--- config.mk ---
export PLATFORM = sky130hd
export DESIGN_NAME = collision_scheduler_flat
export DESIGN_NICKNAME = d
export VERILOG_FILES = /design/src/rtl/collision_scheduler_if.sv /design/src/rtl/collision_scheduler.sv /design/src/flat_wrapper.sv
export SDC_FILE = /design/constraint.sdc
export NUM_CORES = 1
export LEC_CHECK = 0
export CAP_MARGIN = 20
export CORE_MARGIN = 2
export CORE_UTILIZATION = 40
export CTS_BUF_LIST = sky130_fd_sc_hd__clkbuf_4 sky130_fd_sc_hd__clkbuf_8
export DETAILED_ROUTE_END_ITERATION = 7
export PLACE_DENSITY_LB_ADDON = 0.05
export SYNTH_ARGS = -nofsm -noshare
export SYNTH_HDL_FRONTEND = slang
export SYNTH_SLANG_ARGS = --single-unit
--- constraint.sdc ---
create_clock -name clk -period 5.2 [get_ports clk]
set_input_delay 0.52 -clock clk [delete_from_list [all_inputs] [get_ports clk]]
set_output_delay 0.52 -clock clk [all_outputs]
set_load 0.01 [all_outputs]
--- src/rtl/collision_scheduler_if.sv ---
// Object coordinate read port: the scheduler strobes an index and the object
// mux returns that object's box one cycle later.
interface collision_scheduler_if #(
  parameter int N_OBJ = 8,
  parameter int W     = 10,
  localparam int IW   = (N_OBJ > 1) ? $clog2(N_OBJ) : 1
);
  logic          obj_rd;
  logic [IW-1:0] obj_idx;
  logic [W-1:0]  obj_x;
  logic [W-1:0]  obj_y;
  logic [W-1:0]  obj_w;
  logic [W-1:0]  obj_h;

  modport master (
    output obj_rd, obj_idx,
    input  obj_x, obj_y, obj_w, obj_h
  );

  modport slave (
    input  obj_rd, obj_idx,
    output obj_x, obj_y, obj_w, obj_h
  );
endinterface

--- src/rtl/collision_scheduler.sv ---
// Per-frame scheduler sharing one bounding-box comparator across N_OBJ objects;
// scans requested objects in ascending order and publishes hit/hit_top vectors.
module collision_scheduler #(
  parameter int N_OBJ      = 8,
  parameter int W          = 10,
  parameter int TOP_MARGIN = 4,
  localparam int IW        = (N_OBJ > 1) ? $clog2(N_OBJ) : 1
) (
  input  logic                   clk,
  input  logic                   rst,
  input  logic                   frame_start,
  input  logic [N_OBJ-1:0]       req,
  input  logic [W-1:0]           mario_x,
  input  logic [W-1:0]           mario_y,
  input  logic [W-1:0]           mario_w,
  input  logic [W-1:0]           mario_h,
  collision_scheduler_if.master  obj_bus,
  output logic [N_OBJ-1:0]       hit,
  output logic [N_OBJ-1:0]       hit_top,
  output logic                   done,
  output logic                   busy,
  output logic                   overrun
);

  typedef enum logic [1:0] {IDLE, SCAN, CHECK} state_t;

  state_t         state;
  logic [IW-1:0]  i;
  logic [IW-1:0]  i_nxt;
  logic           last;
  logic [N_OBJ-1:0] req_q, hit_s, top_s, hit_n, top_n;
  logic [W-1:0]   m_x, m_y, m_w, m_h;
  logic [W:0]     m_far_x, m_far_y, o_far_x, o_far_y, o_top_lim;
  logic           ov, top;

  assign i_nxt           = i + 1'b1;
  assign last            = (i == IW'(N_OBJ - 1));
  assign obj_bus.obj_idx = i;

  // Far edges carry one extra bit so boxes near the screen edge never wrap.
  assign m_far_x   = {1'b0, m_x} + {1'b0, m_w};
  assign m_far_y   = {1'b0, m_y} + {1'b0, m_h};
  assign o_far_x   = {1'b0, obj_bus.obj_x} + {1'b0, obj_bus.obj_w};
  assign o_far_y   = {1'b0, obj_bus.obj_y} + {1'b0, obj_bus.obj_h};
  assign o_top_lim = {1'b0, obj_bus.obj_y} + (W+1)'(TOP_MARGIN);

  always_comb begin
    ov = (m_w != '0) && (m_h != '0) && (obj_bus.obj_w != '0) && (obj_bus.obj_h != '0)
      && ({1'b0, m_x} < o_far_x) && ({1'b0, obj_bus.obj_x} < m_far_x)
      && ({1'b0, m_y} < o_far_y) && ({1'b0, obj_bus.obj_y} < m_far_y);
    top = ov && (m_far_y <= o_top_lim);
    hit_n    = hit_s;
    top_n    = top_s;
    hit_n[i] = ov;
    top_n[i] = top;
  end

  always_ff @(posedge clk or negedge rst) begin
    if (!rst) begin
      state          <= IDLE;
      i              <= '0;
      req_q          <= '0;
      hit_s          <= '0;
      top_s          <= '0;
      m_x            <= '0;
      m_y            <= '0;
      m_w            <= '0;
      m_h            <= '0;
      hit            <= '0;
      hit_top        <= '0;
      done           <= 1'b0;
      busy           <= 1'b0;
      overrun        <= 1'b0;
      obj_bus.obj_rd <= 1'b0;
    end else begin
      done <= 1'b0;
      if (frame_start && (state != IDLE))
        overrun <= 1'b1;
      case (state)
        IDLE: begin
          if (frame_start) begin
            req_q <= req;
            m_x   <= mario_x;
            m_y   <= mario_y;
            m_w   <= mario_w;
            m_h   <= mario_h;
            hit_s <= '0;
            top_s <= '0;
            i     <= '0;
            busy  <= 1'b1;
            // Strobe is registered one cycle ahead so it is high during the
            // SCAN cycle of each requested index.
            obj_bus.obj_rd <= req[0];
            state <= SCAN;
          end
        end
        SCAN: begin
          if (req_q[i]) begin
            obj_bus.obj_rd <= 1'b0;
            state          <= CHECK;
          end else if (last) begin
            hit     <= hit_s;
            hit_top <= top_s;
            done    <= 1'b1;
            busy    <= 1'b0;
            state   <= IDLE;
          end else begin
            i              <= i_nxt;
            obj_bus.obj_rd <= req_q[i_nxt];
          end
        end
        CHECK: begin
          hit_s <= hit_n;
          top_s <= top_n;
          if (last) begin
            hit     <= hit_n;
            hit_top <= top_n;
            done    <= 1'b1;
            busy    <= 1'b0;
            state   <= IDLE;
          end else begin
            i              <= i_nxt;
            obj_bus.obj_rd <= req_q[i_nxt];
            state          <= SCAN;
          end
        end
        default: state <= IDLE;
      endcase
    end
  end

endmodule

--- src/flat_wrapper.sv ---
// flat-port wrapper written by rule: the top's interface ports become plain ports
module collision_scheduler_flat 
#(
  parameter int N_OBJ      = 8,
  parameter int W          = 10,
  parameter int TOP_MARGIN = 4,
  localparam int IW        = (N_OBJ > 1) ? $clog2(N_OBJ) : 1
)
  (clk, rst, frame_start, req, mario_x, mario_y, mario_w, mario_h, hit, hit_top, done, busy, overrun, obj_bus_obj_rd, obj_bus_obj_idx, obj_bus_obj_x, obj_bus_obj_y, obj_bus_obj_w, obj_bus_obj_h);
  collision_scheduler_if #(.N_OBJ(N_OBJ), .W(W)) obj_bus_i ();
  input  logic clk;
  input  logic rst;
  input  logic frame_start;
  input  logic [N_OBJ-1:0] req;
  input  logic [W-1:0] mario_x;
  input  logic [W-1:0] mario_y;
  input  logic [W-1:0] mario_w;
  input  logic [W-1:0] mario_h;
  output logic [N_OBJ-1:0] hit;
  output logic [N_OBJ-1:0] hit_top;
  output logic done;
  output logic busy;
  output logic overrun;
  output wire logic [$bits(obj_bus_i.obj_rd)-1:0] obj_bus_obj_rd;
  output wire logic [$bits(obj_bus_i.obj_idx)-1:0] obj_bus_obj_idx;
  input wire logic [$bits(obj_bus_i.obj_x)-1:0] obj_bus_obj_x;
  input wire logic [$bits(obj_bus_i.obj_y)-1:0] obj_bus_obj_y;
  input wire logic [$bits(obj_bus_i.obj_w)-1:0] obj_bus_obj_w;
  input wire logic [$bits(obj_bus_i.obj_h)-1:0] obj_bus_obj_h;
  assign obj_bus_obj_rd = obj_bus_i.obj_rd;
  assign obj_bus_obj_idx = obj_bus_i.obj_idx;
  assign obj_bus_i.obj_x = obj_bus_obj_x;
  assign obj_bus_i.obj_y = obj_bus_obj_y;
  assign obj_bus_i.obj_w = obj_bus_obj_w;
  assign obj_bus_i.obj_h = obj_bus_obj_h;
  collision_scheduler #(.N_OBJ(N_OBJ), .W(W), .TOP_MARGIN(TOP_MARGIN)) u_core (.clk(clk), .rst(rst), .frame_start(frame_start), .req(req), .mario_x(mario_x), .mario_y(mario_y), .mario_w(mario_w), .mario_h(mario_h), .obj_bus(obj_bus_i), .hit(hit), .hit_top(hit_top), .done(done), .busy(busy), .overrun(overrun));
endmodule
==> metrics.txt, run 1 <==
CTS tree=built; antenna viol nets, final=0; clock share of power=roughly a tenth; Warnings, synthesis=0; clock latency on the worst-skew pair=0.39 ns; Slowest-stage cell, CP=clkdlybuf4s50_1; critical path peak fanout=11; CTS buffer count=9; Initial Utilization=around two fifths; initial antenna violation count=1; Achievable Freq=~0.23 GHz; Post-Syn Nets=916; pin count of the biggest net entering global routing=52; core area=approximately 0.017 sq mm; CP endpoint=u_core.hit_s[2]$_DFFE_PN0P_; # resized after CTS=0; crit path cell chain=clkdlybuf4s50_1 > ha_1 > a21o_1 > a21oi_1 > nor2_1 > o21a_1 > o41ai_1 > nor2_1 > a311oi_1 > ha_1 > a21oi_1 > o21ai_0 > a221oi_1 > buf_4 > nand3_1 > o32ai_1; synthesized area=between 0.006 and 0.007 sq mm; Maximum Capacitance Violations=0; CP startpoint=obj_bus_obj_x[1]; setup bufs post-CTS=0; internal power=roughly 2700 uW; Startpoint Class=input pin; Setup Skew=between 0.015 and 0.02 ns; outcome=finished, final reports clean; layout cell share with drive strength beyond 1=about a tenth; Post-synth EDFFs=0; Max Slew Vio Count=0; GRT Total Usage=between 10% and 20%; ys flop type=dfrtp_1; Setup TNS=0 ns; Final WS setup=0.829 ns; Net Sw Power=around 2400 uW; Crit Reg-Reg Startpoint=u_core.m_h[0]$_DFFE_PN0P_; Die Y=135 um; #FFs+latches synth=just under 90; worst hold path type=input pin to async pin; CTS max path bufs=2; synth unique cells=between 60 and 70; Overflow after GRT=0; DP Worst Slack=around 0.46 ns; root buf cell=clkbuf_8; vias in the first global route=5901; Final Setup Violations=0; worst endpoint data arrival time=4.66 ns; crit end category=flip-flop; relative slew slack=between 40% and 50%; Comb power frac=between 60 and 70%; Final nets=just over 1000; Die W=around 140 um; placed wire-length estimate=14000 um; IO Port Bufs=between 100 and 150; Tcrit/Tclk final=84.1%; IO Pins=between 100 and 150; WL final=roughly 18000 um; gpl congestion=between 0.8 and 0.9; initial DRC count=roughly 270; Worst R2R Setup Slack=about 0.86 ns; ys async rst share=100%; DR vias/cell=5.53; H-tree levels=3; slew of the pin with the lowest slew margin=roughly 0.86 ns; vias post-DR=~5900; Sw Share=a little under half; Die Area=around 0.018 sq mm; sequential share of the synthesized area=around 32%; Sink Count=89; CP Class=input pin to flip-flop; Mapped Cells=a little over 700; Cell Rows=48; unrepaired setup endpoints after global routing=false; CTS Hold Bufs=0; WP data required=~5.5 ns; static leakage=about 0.0037 uW; area delta synth->final=22.8%; RR Endpoint=u_core.hit_s[2]$_DFFE_PN0P_; Routed WL per cell=16.5 um; Period minus WS final=~4.4 ns; Mean Syn Cell Area=approximately 9.5 sq um; ant diodes=0; number of iterations in the first detailed-routing pass=5; worst vdd ir=0.301 mV; first-pass GRT wire length=approximately 29000 um; CTS clk-pin slew, worst paths=0.10 ns; # DRC=0; reg2reg path depth=16; Flop pwr share=a little under a quarter; Final Hold Fails=0; PD cells=~600 mW/mm^2; CP max stage delay=~0.55 ns
## layout by cell type, fill, tap and decap left out, types with 4 or more instances in the layout
cell / count
o221ai_1: 9
a21o_1: 16
a21oi_1: 51
clkbuf_8: 9
or3_1: 4
mux2_2: 47
nand4b_1: 8
dfrtp_1: 89
nand2b_1: 7
nor2b_1: 11
and3_1: 12
a211o_1: 4
inv_1: 44
clkdlybuf4s50_1: 112
nor2_1: 42
nand3_1: 37
a22o_1: 6
buf_4: 5
o211ai_1: 5
a31oi_1: 12
nand4_1: 5
ha_1: 96
xnor2_1: 16
o21a_1: 4
o21ai_0: 36
o21bai_1: 6
xor2_1: 19
fa_1: 4
nor3_1: 9
nand2_1: 47
nor4_1: 9
## per-layer routing
metal  wire [um]  up-vias  part of all wire, %  global-route usage [%]
met4         410        0                  2.3                    7.29
met1        8270     2803                   47                    25.6
li1            -     2924                    -                       -
met5           0        -                    0                       0
met2        8060      133                   46                    32.0
met3         785       28                  4.5                    3.78
## how the worst min path moves through the flow
stage	start	end	slack, ns	depth (start not counted)
2_1_floorplan	rst	u_core.busy$_DFFE_PN0P_	0.22	0
3_3_place_gp	u_core.overrun$_DFFE_PN0P_	u_core.overrun$_DFFE_PN0P_	0.47	1
3_5_place_dp	u_core.overrun$_DFFE_PN0P_	u_core.overrun$_DFFE_PN0P_	0.45	1
4_1_cts	rst	u_core.m_y[1]$_DFFE_PN0P_	0.17	1
5_1_grt	rst	u_core.m_y[1]$_DFFE_PN0P_	0.21	1
6_report	rst	u_core.m_y[1]$_DFFE_PN0P_	0.15	1
## cells by family (layout without fill, tap and decap cells)
family	count (synthesis)	in the layout	share of synthesized area (%)
AO/OA/AOI/OAI	184	184	17.8
XOR/XNOR	35	35	4.43
adder cells (fa/ha/maj)	100	100	18.5
buffers and inverters	63	178	3.55
flip-flops	89	89	32.2
multiplexers	52	52	8.81
AND/OR/NAND/NOR	202	202	14.7
## Yosys cell counts, drive strengths merged (7+ instances only)
| master | instances | area, sq um |
|---|---|---|
| a21oi | 51 | 255 |
| nand2 | 48 | 180 |
| nand4b | 8 | 70.1 |
| inv | 44 | 165 |
| xor2 | 19 | 166 |
| buf | 11 | 50.1 |
| ha | 96 | 1200 |
| nand2b | 7 | 43.8 |
| nor3 | 9 | 45.0 |
| mux2 | 48 | 544 |
| xnor2 | 16 | 140 |
| a21o | 16 | 120 |
| o21ai | 37 | 185 |
| nor4 | 9 | 56.3 |
| a31oi | 12 | 75.1 |
| and3 | 12 | 75.1 |
| clkbuf | 8 | 30.0 |
| nor2 | 43 | 161 |
| dfrtp | 89 | 2230 |
| o221ai | 9 | 78.8 |
| nand3 | 38 | 195 |
| nor2b | 11 | 68.8 |
## sequential cells by signal, summed over array words and instances, names as in the netlist, 2 cells and up
signal / count
u_core.m_y: 10
u_core.req_q: 8
u_core.hit_s: 8
u_core.m_h: 10
u_core.hit_top: 8
u_core.m_w: 10
u_core.m_x: 10
u_core.hit: 8
u_core.top_s: 8
u_core.state: 2
u_core.obj_bus.obj_idx: 3
## power groups by stage
stage | Sequential [uW] | Combinational, uW | Clock [uW]
floorplan | 1090 | 2620 | 0
CTS | 1200 | 3420 | 495
detailed placement | 1210 | 3400 | 0
global route | 1230 | 3870 | 525
finish | 1190 | 3420 | 482
global placement | 1200 | 3300 | 0
## worst max-delay path: cells and delay by family
kind | cells | cell delay, ns
adders and majority gates | 2 | 0.56
buffers and inverters | 2 | 0.81
and+or+nand+nor | 3 | 0.45
AOI/OAI and AO/OA | 9 | 2.31
## area by class of cell
cell class | count | area (sq um)
fillers | 1589 | 8620
multi-input cells | 573 | 4450
flip-flops and latches | 89 | 2230
repair buffers | 118 | 1170
well taps | 225 | 282
inverters | 44 | 165
clock buffers | 9 | 124
clock inverters | 7 | 71.3
## stage by stage
step                      hold slack (ns)  std cells  instance area [sq um]  utilization (%)  total power (uW)
after floorplan                     0.224        725                   6920                -              3710
after global placement              0.465       1048                   8280             48.4              4500
after detailed placement            0.450       1048                   8280             48.4              4610
after CTS                           0.174       1064                   8480             49.5              5110
after global routing                0.208       1065                   8490             49.6              5620
final                               0.151       1065                   8490             49.6              5090
Note: power is estimated with default switching activity, not from simulation.
==> run 2: changes to the inputs <==
- clock period: 5.2 -> 3.6 ns (I/O delays scaled with it)
==> run 2 against run 1 <==
Against the previous run:
- combinational power is 82% higher
- non-clock buffer count is 79 higher
- worst setup slack worse by 0.98 ns
- largest power group unchanged
- the flow now finishes with violations (negative setup slack)
- clock-buffer cell count stayed put
- critical path depth stayed put
==> metrics.txt, run 2 (synthesized netlist as in run 1, its figures left out) <==
WP data required=3.91 ns (was 5.48 ns); Area after DPL=0.00887 sq mm (was 0.00828 sq mm); Maximum Capacitance Violations=0 (unchanged); Comb power frac=72.6% (was 67.1%); Achievable Freq=~0.27 GHz; # DRC=0 (unchanged); initial DRC count=315 (was 268); Cell Rows=48 (unchanged); Final Hold Fails=0 (unchanged); Initial Utilization=40.4% (unchanged); Flop pwr share=19.4% (was 23.4%); CTS clk-pin slew, worst paths=0.11 ns (was 0.10 ns); Startpoint Class=flip-flop (was input pin); unrepaired setup endpoints after global routing=true (was false); Tcrit/Tclk final=104%; Sw Share=45.7% (was 47.8%); gpl congestion=0.845 (was 0.834); WL final=18100 um (was 17500 um); first-pass GRT wire length=30300 um (was 28500 um); CTS tree=built (unchanged); Final Setup Violations=32 (was 0); layout cell share with drive strength beyond 1=21.4% (was 9.88%); slew of the pin with the lowest slew margin=0.612 ns (was 0.863 ns); clock latency on the worst-skew pair=0.38 ns (was 0.39 ns); Final Instance Area=0.00931 sq mm (was 0.00849 sq mm); Net Sw Power=3910 uW (was 2430 uW); root buf cell=clkbuf_8 (unchanged); static leakage=0.00413 uW (was 0.00370 uW); worst hold path type=input pin to async pin (unchanged); Die W=135 um (unchanged); Period minus WS final=between 3 and 4 ns; antenna viol nets, final=0 (unchanged); crit end category=flip-flop (unchanged); post-placement cell count=1124 (was 1048); commonest non-fill, non-tap cell in the layout=clkdlybuf4s50_1 (unchanged); failing checks=negative setup slack; Die Area=0.0184 sq mm (unchanged); outcome=finished with violations (was finished, final reports clean); vias in the first global route=6250 (was 5901); worst vdd ir=0.464 mV (was 0.301 mV); number of iterations in the first detailed-routing pass=7 (was 5); CTS buffer count=9 (unchanged); Overflow after GRT=0 (unchanged); placed wire-length estimate=14700 um (was 14000 um); critical path peak fanout=8 (was 11); Final nets=1105 (was 1026); vias post-DR=6170 (was 5888); reg2reg path depth=16 (unchanged); internal power=4650 uW (was 2660 uW); CP Class=flip-flop to flip-flop (was input pin to flip-flop); DR vias/cell=5.39 (was 5.53); Min Hold Slack=0.495 ns (was 0.151 ns); core area=0.0171 sq mm (unchanged); ant diodes=0 (unchanged); area delta synth->final=34.6% (was 22.8%); CTS max path bufs=2 (unchanged); GRT Total Usage=20.8% (was 19.5%); relative slew slack=59.1% (was 42.4%); Routed WL per cell=15.9 um (was 16.5 um); Die Y=135 um (unchanged); clock share of power=8.0% (was 9.5%); worst endpoint data arrival time=4.06 ns (was 4.66 ns); H-tree levels=3 (unchanged); IO Port Bufs=113 (unchanged); Max Slew Vio Count=0 (unchanged); Final WS setup=-0.151 ns (was 0.829 ns); non-filler cells in the finished layout=1144 (was 1065); IO Pins=114 (unchanged); most frequent cells in the layout=clkdlybuf4s50_1, ha_1, dfrtp_1 (unchanged); initial antenna violation count=1 (unchanged); Sink Count=89 (unchanged); Final Util=54.4% (was 49.6%); PD cells=920 mW/mm^2 (was 599 mW/mm^2); Setup Skew=0.0209 ns (was 0.0188 ns); pin count of the biggest net entering global routing=41 (was 52)
[run 2: cell count changes in the layout (fill, tap and decap cells not counted), moves of 2 or more]
cell / previous run / this run
o32ai_2: 0 / 2
o21ai_1: 1 / 6
nand3_4: 0 / 2
o32ai_1: 3 / 1
buf_4: 5 / 81
a21oi_1: 51 / 48
o31ai_1: 3 / 1
a2111oi_0: 3 / 1
o221ai_1: 9 / 1
a21oi_2: 0 / 3
buf_6: 0 / 2
o21ai_2: 0 / 10
o221ai_2: 0 / 8
o21ai_0: 36 / 21
[run 2: layout make-up]
class	count	area, sq um
timing repair buffer	197	1780
tap	225	282
clock buffer	9	124
fill	1572	7810
sequential	89	2230
inverter	44	165
clock inverter	7	73.8
multi-input combinational	573	4660
[run 2: timing repair]
action                                  4_1_cts  5_1_grt
gates resized for setup                      33       26
endpoints found under the hold margin        38        0
endpoints found under the setup margin       32       32
hold buffers                                  1        0
buffers inserted                              1        2
pin swaps                                    39       17
[run 2: power groups by stage]
stage | logic [uW] | registers, uW | clock network [uW]
2_1_floorplan | 3810 | 1570 | 0
3_3_place_gp | 5550 | 1670 | 0
3_5_place_dp | 5690 | 1680 | 0
4_1_cts | 6020 | 1670 | 709
5_1_grt | 6960 | 1710 | 750
6_report | 6210 | 1660 | 685
[run 2: path summary, 6_finish.rpt]
kind,start,end,slack [ns]
setup reg to reg,u_core.m_h[1]$_DFFE_PN0P_,u_core.hit_top[4]$_DFFE_PN0P_,-0.15
max in group asynchronous,rst,u_core.done$_DFF_PN0_,2.34
hold reg to reg,u_core.overrun$_DFFE_PN0P_,u_core.overrun$_DFFE_PN0P_,0.50
setup / recovery,u_core.m_h[1]$_DFFE_PN0P_,u_core.hit_top[4]$_DFFE_PN0P_,-0.15
min in group clk,u_core.overrun$_DFFE_PN0P_,u_core.overrun$_DFFE_PN0P_,0.50
hold / removal,rst,u_core.m_y[0]$_DFFE_PN0P_,0.49
[run 2: routing by layer]
metal / share of wire, % / global-route usage, % / up-vias
met5: 0.072 / 0 / -
met2: 48 / 35.3 / 134
met3: 4.7 / 3.52 / 26
met4: 1.7 / 5.67 / 2
met1: 45 / 27.4 / 2938
li1: - / - / 3070
[run 2: critical path, cell delays in order (launching register included)]
cell and delay [ns]:
dfrtp_1 0.42, ha_1 0.28, a21o_1 0.16, a21oi_2 0.15
o21bai_1 0.12, a2111o_1 0.40, a31o_2 0.26, a21o_1 0.19
xnor2_1 0.15, ha_2 0.19, a211o_1 0.23, o22a_1 0.18
a221oi_2 0.30, buf_4 0.21, buf_6 0.11, nand3_4 0.15
o221ai_2 0.19
[run 2: stage by stage]
stage               total power (uW)  setup TNS, ns  setup WS (ns)
floorplan                       5380              0         0.0214
global placement                7230         -16.07         -0.609
detailed placement              7370         -18.20         -0.696
CTS                             8390          -2.26         -0.127
global route                    9430          -8.86         -0.353
finish                          8560          -3.04         -0.151
